==> config.mk <==
export PLATFORM = sky130hd
export DESIGN_NAME = seq_det_param
export DESIGN_NICKNAME = d
export VERILOG_FILES = /design/src/rtl/seq_det_pkg.sv /design/src/rtl/seq_det_hist.sv /design/src/rtl/seq_det_param.sv
export SDC_FILE = /design/constraint.sdc
export NUM_CORES = 1
export LEC_CHECK = 0
export BUFFER_PORTS_ARGS = -buffer_cell sky130_fd_sc_hd__buf_2
export CAP_MARGIN = 0
export CORE_MARGIN = 4
export CORE_UTILIZATION = 45
export DETAILED_ROUTE_END_ITERATION = 10
export PLACE_DENSITY_LB_ADDON = 0.15
export SLEW_MARGIN = 15
export SYNTH_ARGS = -nofsm -noshare
export SYNTH_HDL_FRONTEND = slang
export SYNTH_SLANG_ARGS = --single-unit
==> constraint.sdc <==
create_clock -name clk -period 5.2 [get_ports clk]
set_input_delay 0.26 -clock clk [delete_from_list [all_inputs] [get_ports clk]]
set_output_delay 0.26 -clock clk [all_outputs]
set_load 0.05 [all_outputs]
==> src/rtl/seq_det_pkg.sv <==
// ---------------------------------------------------------------------------
// seq_det_pkg
// Shared definitions for the parameterised serial sequence detector:
//   - state_t    : detector FSM encoding (S_IDLE / S_FILL / S_ARMED)
//   - DEF_*      : default parameter values for seq_det_param
//   - clamp_len  : folds a requested pattern length into the legal range
// ---------------------------------------------------------------------------
package seq_det_pkg;

    typedef enum logic [1:0] {
        S_IDLE  = 2'd0,   // no bits collected
        S_FILL  = 2'd1,   // some bits collected, fewer than the active length
        S_ARMED = 2'd2    // at least the active length collected
    } state_t;

    localparam int         DEF_PAT_W   = 4;
    localparam int         DEF_CNT_W   = 8;
    localparam logic [3:0] DEF_PAT_RST = 4'b1101;

    // Lengths below 2 or above the history width are meaningless for the
    // compare; fold them onto the nearest legal value.
    function automatic int clamp_len(input int len, input int pat_w);
        if (len < 2)
            return 2;
        else if (len > pat_w)
            return pat_w;
        return len;
    endfunction

endpackage

==> src/rtl/seq_det_hist.sv <==
// ---------------------------------------------------------------------------
// seq_det_hist
// History shift register, fill counter and length-masked pattern compare.
// Ports:
//   i_clk, i_rst  : clock, synchronous active-high reset
//   i_clr         : clear history and fill (config load / non-overlap match)
//   i_shift       : accept i_din this cycle
//   i_din         : serial data bit
//   i_pat, i_len  : active pattern and (already clamped) length
//   o_hit         : accepting i_din now completes a match
//   o_full_nxt    : fill count after accepting i_din equals the length
// ---------------------------------------------------------------------------
module seq_det_hist
    import seq_det_pkg::*;
#(
    parameter int PAT_W = DEF_PAT_W,
    parameter int LEN_W = $clog2(PAT_W + 1)
) (
    input  logic             i_clk,
    input  logic             i_rst,
    input  logic             i_clr,
    input  logic             i_shift,
    input  logic             i_din,
    input  logic [PAT_W-1:0] i_pat,
    input  logic [LEN_W-1:0] i_len,
    output logic             o_hit,
    output logic             o_full_nxt
);

    logic [PAT_W-1:0] r_hist;
    logic [LEN_W-1:0] r_fill;

    logic [PAT_W-1:0] w_hist_nxt;
    logic [LEN_W-1:0] w_fill_nxt;
    logic [PAT_W-1:0] w_mask;

    always_comb begin
        // Newest bit enters at the LSB, so the low len bits hold the most
        // recent len bits with the oldest at bit [len-1].
        w_hist_nxt = (r_hist << 1) | {{(PAT_W-1){1'b0}}, i_din};
        w_fill_nxt = (r_fill >= i_len) ? i_len : r_fill + 1'b1;
        for (int i = 0; i < PAT_W; i++)
            w_mask[i] = (i < int'(i_len));
        o_full_nxt = (w_fill_nxt == i_len);
        o_hit      = i_shift && o_full_nxt &&
                     (((w_hist_nxt ^ i_pat) & w_mask) == '0);
    end

    always_ff @(posedge i_clk) begin
        if (i_rst || i_clr) begin
            r_hist <= '0;
            r_fill <= '0;
        end else if (i_shift) begin
            r_hist <= w_hist_nxt;
            r_fill <= w_fill_nxt;
        end
    end

endmodule

==> src/rtl/seq_det_param.sv <==
// ---------------------------------------------------------------------------
// seq_det_param
// Configurable serial pattern detector with overlapping / non-overlapping
// modes, registered one-cycle match pulse and saturating match counter.
// Ports:
//   clk, rst        : clock, synchronous active-high reset
//   din, din_vld    : serial data bit and its qualifier
//   cfg_we          : load cfg_pattern / cfg_len / cfg_ovl, restart detection
//   cfg_pattern     : pattern, first-received bit at [cfg_len-1]
//   cfg_len         : active pattern length (clamped to 2..PAT_W)
//   cfg_ovl         : 1 = overlapping detection
//   clr_cnt         : clear match counter (wins over a same-cycle match)
//   Y               : one-cycle match pulse, two edges after the last bit
//   match_cnt       : saturating match count
// ---------------------------------------------------------------------------
module seq_det_param
    import seq_det_pkg::*;
#(
    parameter int               PAT_W   = DEF_PAT_W,
    parameter int               CNT_W   = DEF_CNT_W,
    parameter logic [PAT_W-1:0] PAT_RST = DEF_PAT_RST
) (
    input  logic                         clk,
    input  logic                         rst,
    input  logic                         din,
    input  logic                         din_vld,
    input  logic                         cfg_we,
    input  logic [PAT_W-1:0]             cfg_pattern,
    input  logic [$clog2(PAT_W+1)-1:0]   cfg_len,
    input  logic                         cfg_ovl,
    input  logic                         clr_cnt,
    output logic                         Y,
    output logic [CNT_W-1:0]             match_cnt
);

    localparam int LEN_W = $clog2(PAT_W + 1);

    logic [PAT_W-1:0] r_pat;
    logic [LEN_W-1:0] r_len;
    logic             r_ovl;
    state_t           r_state;
    state_t           w_state_nxt;
    logic             r_evt;
    logic             r_y;
    logic [CNT_W-1:0] r_cnt;

    logic w_acc;
    logic w_hit;
    logic w_full_nxt;
    logic w_hist_clr;

    // A bit arriving together with a config load is dropped.
    assign w_acc      = din_vld & ~cfg_we;
    // Non-overlapping mode restarts collection after every match.
    assign w_hist_clr = cfg_we | (w_hit & ~r_ovl);

    seq_det_hist #(
        .PAT_W (PAT_W),
        .LEN_W (LEN_W)
    ) u_hist (
        .i_clk      (clk),
        .i_rst      (rst),
        .i_clr      (w_hist_clr),
        .i_shift    (w_acc),
        .i_din      (din),
        .i_pat      (r_pat),
        .i_len      (r_len),
        .o_hit      (w_hit),
        .o_full_nxt (w_full_nxt)
    );

    // Configuration registers
    always_ff @(posedge clk) begin
        if (rst) begin
            r_pat <= PAT_RST;
            r_len <= LEN_W'(PAT_W);
            r_ovl <= 1'b0;
        end else if (cfg_we) begin
            r_pat <= cfg_pattern;
            r_len <= LEN_W'(clamp_len(int'(cfg_len), PAT_W));
            r_ovl <= cfg_ovl;
        end
    end

    // FSM state register
    always_ff @(posedge clk) begin
        if (rst)
            r_state <= S_IDLE;
        else
            r_state <= w_state_nxt;
    end

    // FSM next-state logic; state only moves on accepted bits or config load
    always_comb begin
        w_state_nxt = r_state;
        if (cfg_we)
            w_state_nxt = S_IDLE;
        else if (din_vld) begin
            if (w_hit && !r_ovl)
                w_state_nxt = S_IDLE;
            else if (w_full_nxt)
                w_state_nxt = S_ARMED;
            else
                w_state_nxt = S_FILL;
        end
    end

    // Match event, delayed output pulse and saturating counter.
    // A pending event/pulse is deliberately not cancelled by cfg_we.
    always_ff @(posedge clk) begin
        if (rst) begin
            r_evt <= 1'b0;
            r_y   <= 1'b0;
            r_cnt <= '0;
        end else begin
            r_evt <= w_hit;
            r_y   <= r_evt;
            if (clr_cnt)
                r_cnt <= '0;
            else if (r_evt && (r_cnt != {CNT_W{1'b1}}))
                r_cnt <= r_cnt + 1'b1;
        end
    end

    assign Y         = r_y;
    assign match_cnt = r_cnt;

endmodule

==> results.md <==
- Die Height: 60.6 µm
- H-tree Lvls: 1
- Initial DRC count: 31
- Die area: 3670 µm²
- DP HPWL: about 1.8 mm
- Fin crit share: 0.409
- Detailed Routing Iterations Pass 1: 4
- Vias per cell: 5.32
- Crit path capture type: register
- Setup Viol. Count Final: 0
- IO Count: 23
- Crit path buf inv count: 1
- FP Rows: 18
- CP delay by family, top: compound AO/OA/AOI/OAI gates
- Synth cell types: 37
- PwrDens: 239 nW/µm²
- RR Startpoint: r_len[2]
- WL final: 2.37 mm
- Fin. Hold Viols: 0
- Syn Nets: 154
- Clk sinks: 24
- Max Clock Freq: 0.470 GHz
- Hold Crit Start: cfg_pattern[3]
- R2r setup slk: between 3 and 4 ns
- Vias in the first global route: roughly 950
- Antenna-violating nets left: 0
- Tot GR Track Use: 0.146
- Max incr delay on CP: 0.50 ns
- Crit path launch type: register
- Starting density of the core: 0.485
- Hold path cells: 2
- Slowest cell on the critical path: o41ai_4
- CTS Buf Count: 3
- Area leader, netlist: dfxtp_1
- HP Class: in2reg
- Placed insts: 181
- Vias: 984
- CTS tree: built
- Leak pwr: 0.562 nW
- Root buf cell: clkbuf_4
- Cts repair resizes: 0
- Worst vdd ir: 0.165 mV
- Sequential fraction of the synthesis area: 0.386
- #FFs+latches synth: 24
- CTS Buffer Depth: 2
- Worst setup margin: 3.07 ns
- Initial antenna violation count: 0
- Crit-path cells: inv_1 > ha_1 > nand2_1 > o21ai_4 > o22ai_4 > o41ai_4 > a21oi_1
- Avg WL per Cell: 12.8 µm
- Worst slew margin: 0.619
- WP data required: 5.40 ns
- Mapped Area: about 1200 µm²
- Avg Inst Size Synth: around 9.2 µm²
- CP Class: reg2reg
- RSZ-0062 raised after global routing: false
- Core Box Area: 2570 µm²
- Hold endpoint: r_pat[3]
- Post-synth top cells: dfxtp_1, nor2_1, nand2_1
- Clk_lat worst skew: 0.31 ns
- Min Hold Slack: 0.141 ns
- Hold-fix buffers, CTS: 0
- GRT overflow: 0
- Yosys top cell area share: 0.386
- Async S/R FF share, synth: 0
- Routability Congestion: 0.731
- Prevailing post-synth register cell: dfxtp_1
- Ant diodes: 0
- Status: finished clean
- Synthesized instance count: 135
- Syn-to-layout area delta: 12.3%
- Fin Setup TNS: 0 ns
- Maximum fanout along the worst path: 7
- Worst r2r path cells: 7
- Critical Path AT: 2.33 ns
- Most common cell in the netlist: dfxtp_1
- Dpl ws: approximately 3 ns
- Main area contributors after synthesis: dfxtp_1, xnor2_1, ha_1, nor2_1, mux2i_1
- Post-synth EDFFs: 0
- DR DRC count: 0
- Slew Limit Fails: 0
- Utilization after layout: 0.544
- Layout Skew: roughly 0.0014 ns
- Slew @ Worst Pin: 0.571 ns
- Clock transition at path regs: 0.13 ns
- First-pass GRT wire length: 4.11 mm
- Final cell count without fillers: 185
- YS warnings: 0
- R2r endpoint: u_hist.r_fill[0]
- Crit path from: r_len[2]
- Pin count of the biggest net entering global routing: 17
- Max Cap Violations: 0
- Die width: 60.6 µm
- Layout cell share with drive strength beyond 1: 0.232
- PortBufs: 22
- Final min period: roughly 2.1 ns
- Post-layout nets: 175
- Postcts setup bufs: 0
[registers in the layout, summed over array words and instances, names as in the netlist]
register and flops:
r_pat 4, r_len 3, r_evt 1, Y 1, u_hist.r_hist 3, u_hist.r_fill 3, r_ovl 1, match_cnt 8
[where the power goes]
group / switching, mW / internal (mW)
registers: 0.00537 / 0.189
logic: 0.0220 / 0.0193
clock network: 0.0556 / 0.0428
total: 0.0830 / 0.251
[layout by cell type (no fill, tap or decap), types with 5 or more instances in the layout]
master   synthesis  final
a21oi_1          9      9
buf_2            0     22
dfxtp_1         24     24
ha_1             5      5
inv_1            5      5
mux2i_1          5      5
nand2_1         13     13
nand3_1          5      5
nor2_1          15     15
xnor2_1          9      9
[worst max path at each step]
stage | endpoint | slack (ns) | cells past startpoint
6_report | u_hist.r_fill[0] | 3.07 | 7
3_5_place_dp | u_hist.r_fill[0] | 3.09 | 7
3_3_place_gp | u_hist.r_hist[2] | 3.19 | 7
2_1_floorplan | u_hist.r_fill[0] | 3.32 | 7
5_1_grt | u_hist.r_fill[2] | 2.91 | 7
4_1_cts | u_hist.r_fill[2] | 3.07 | 7
[worst reg2reg max path, cell delays in order (launching register included)]
cell and delay, ns:
dfxtp_1 0.46, inv_1 0.14, ha_1 0.32, nand2_1 0.08
o21ai_4 0.29, o22ai_4 0.14, o41ai_4 0.50, a21oi_1 0.08
[stage by stage]
stage / power (mW) / area, µm²
after floorplan: 0.229 / 1240
after global placement: 0.238 / 1360
after detailed placement: 0.240 / 1360
after CTS: 0.338 / 1400
after global routing: 0.351 / 1400
final: 0.334 / 1400
[routing by layer]
layer	wire, µm	vias to the layer above	global-route usage
li1	-	506	-
met4	37	0	0.0464
met1	1040	455	0.174
met3	91	5	0.0255
met2	1200	18	0.266
met5	0	-	0
[final cells by class]
type	count	area [µm²]
fill	262	1170
multi-input combinational	100	714
clock buffer	4	36.3
tap	30	37.5
sequential	24	480
inverter	5	18.8
timing repair buffer	22	110
[cells by family after synthesis]
logic type	count (synthesis)	share of synthesized area
and+or+nand+nor	51	0.205
AOI/OAI and AO/OA	26	0.185
DFF	24	0.386
xor gates and xnor gates	12	0.0844
buffers and inverters	11	0.0402
muxes	6	0.0492
adders and majority gates	5	0.0503
Note: power is estimated with default switching activity, not from simulation.
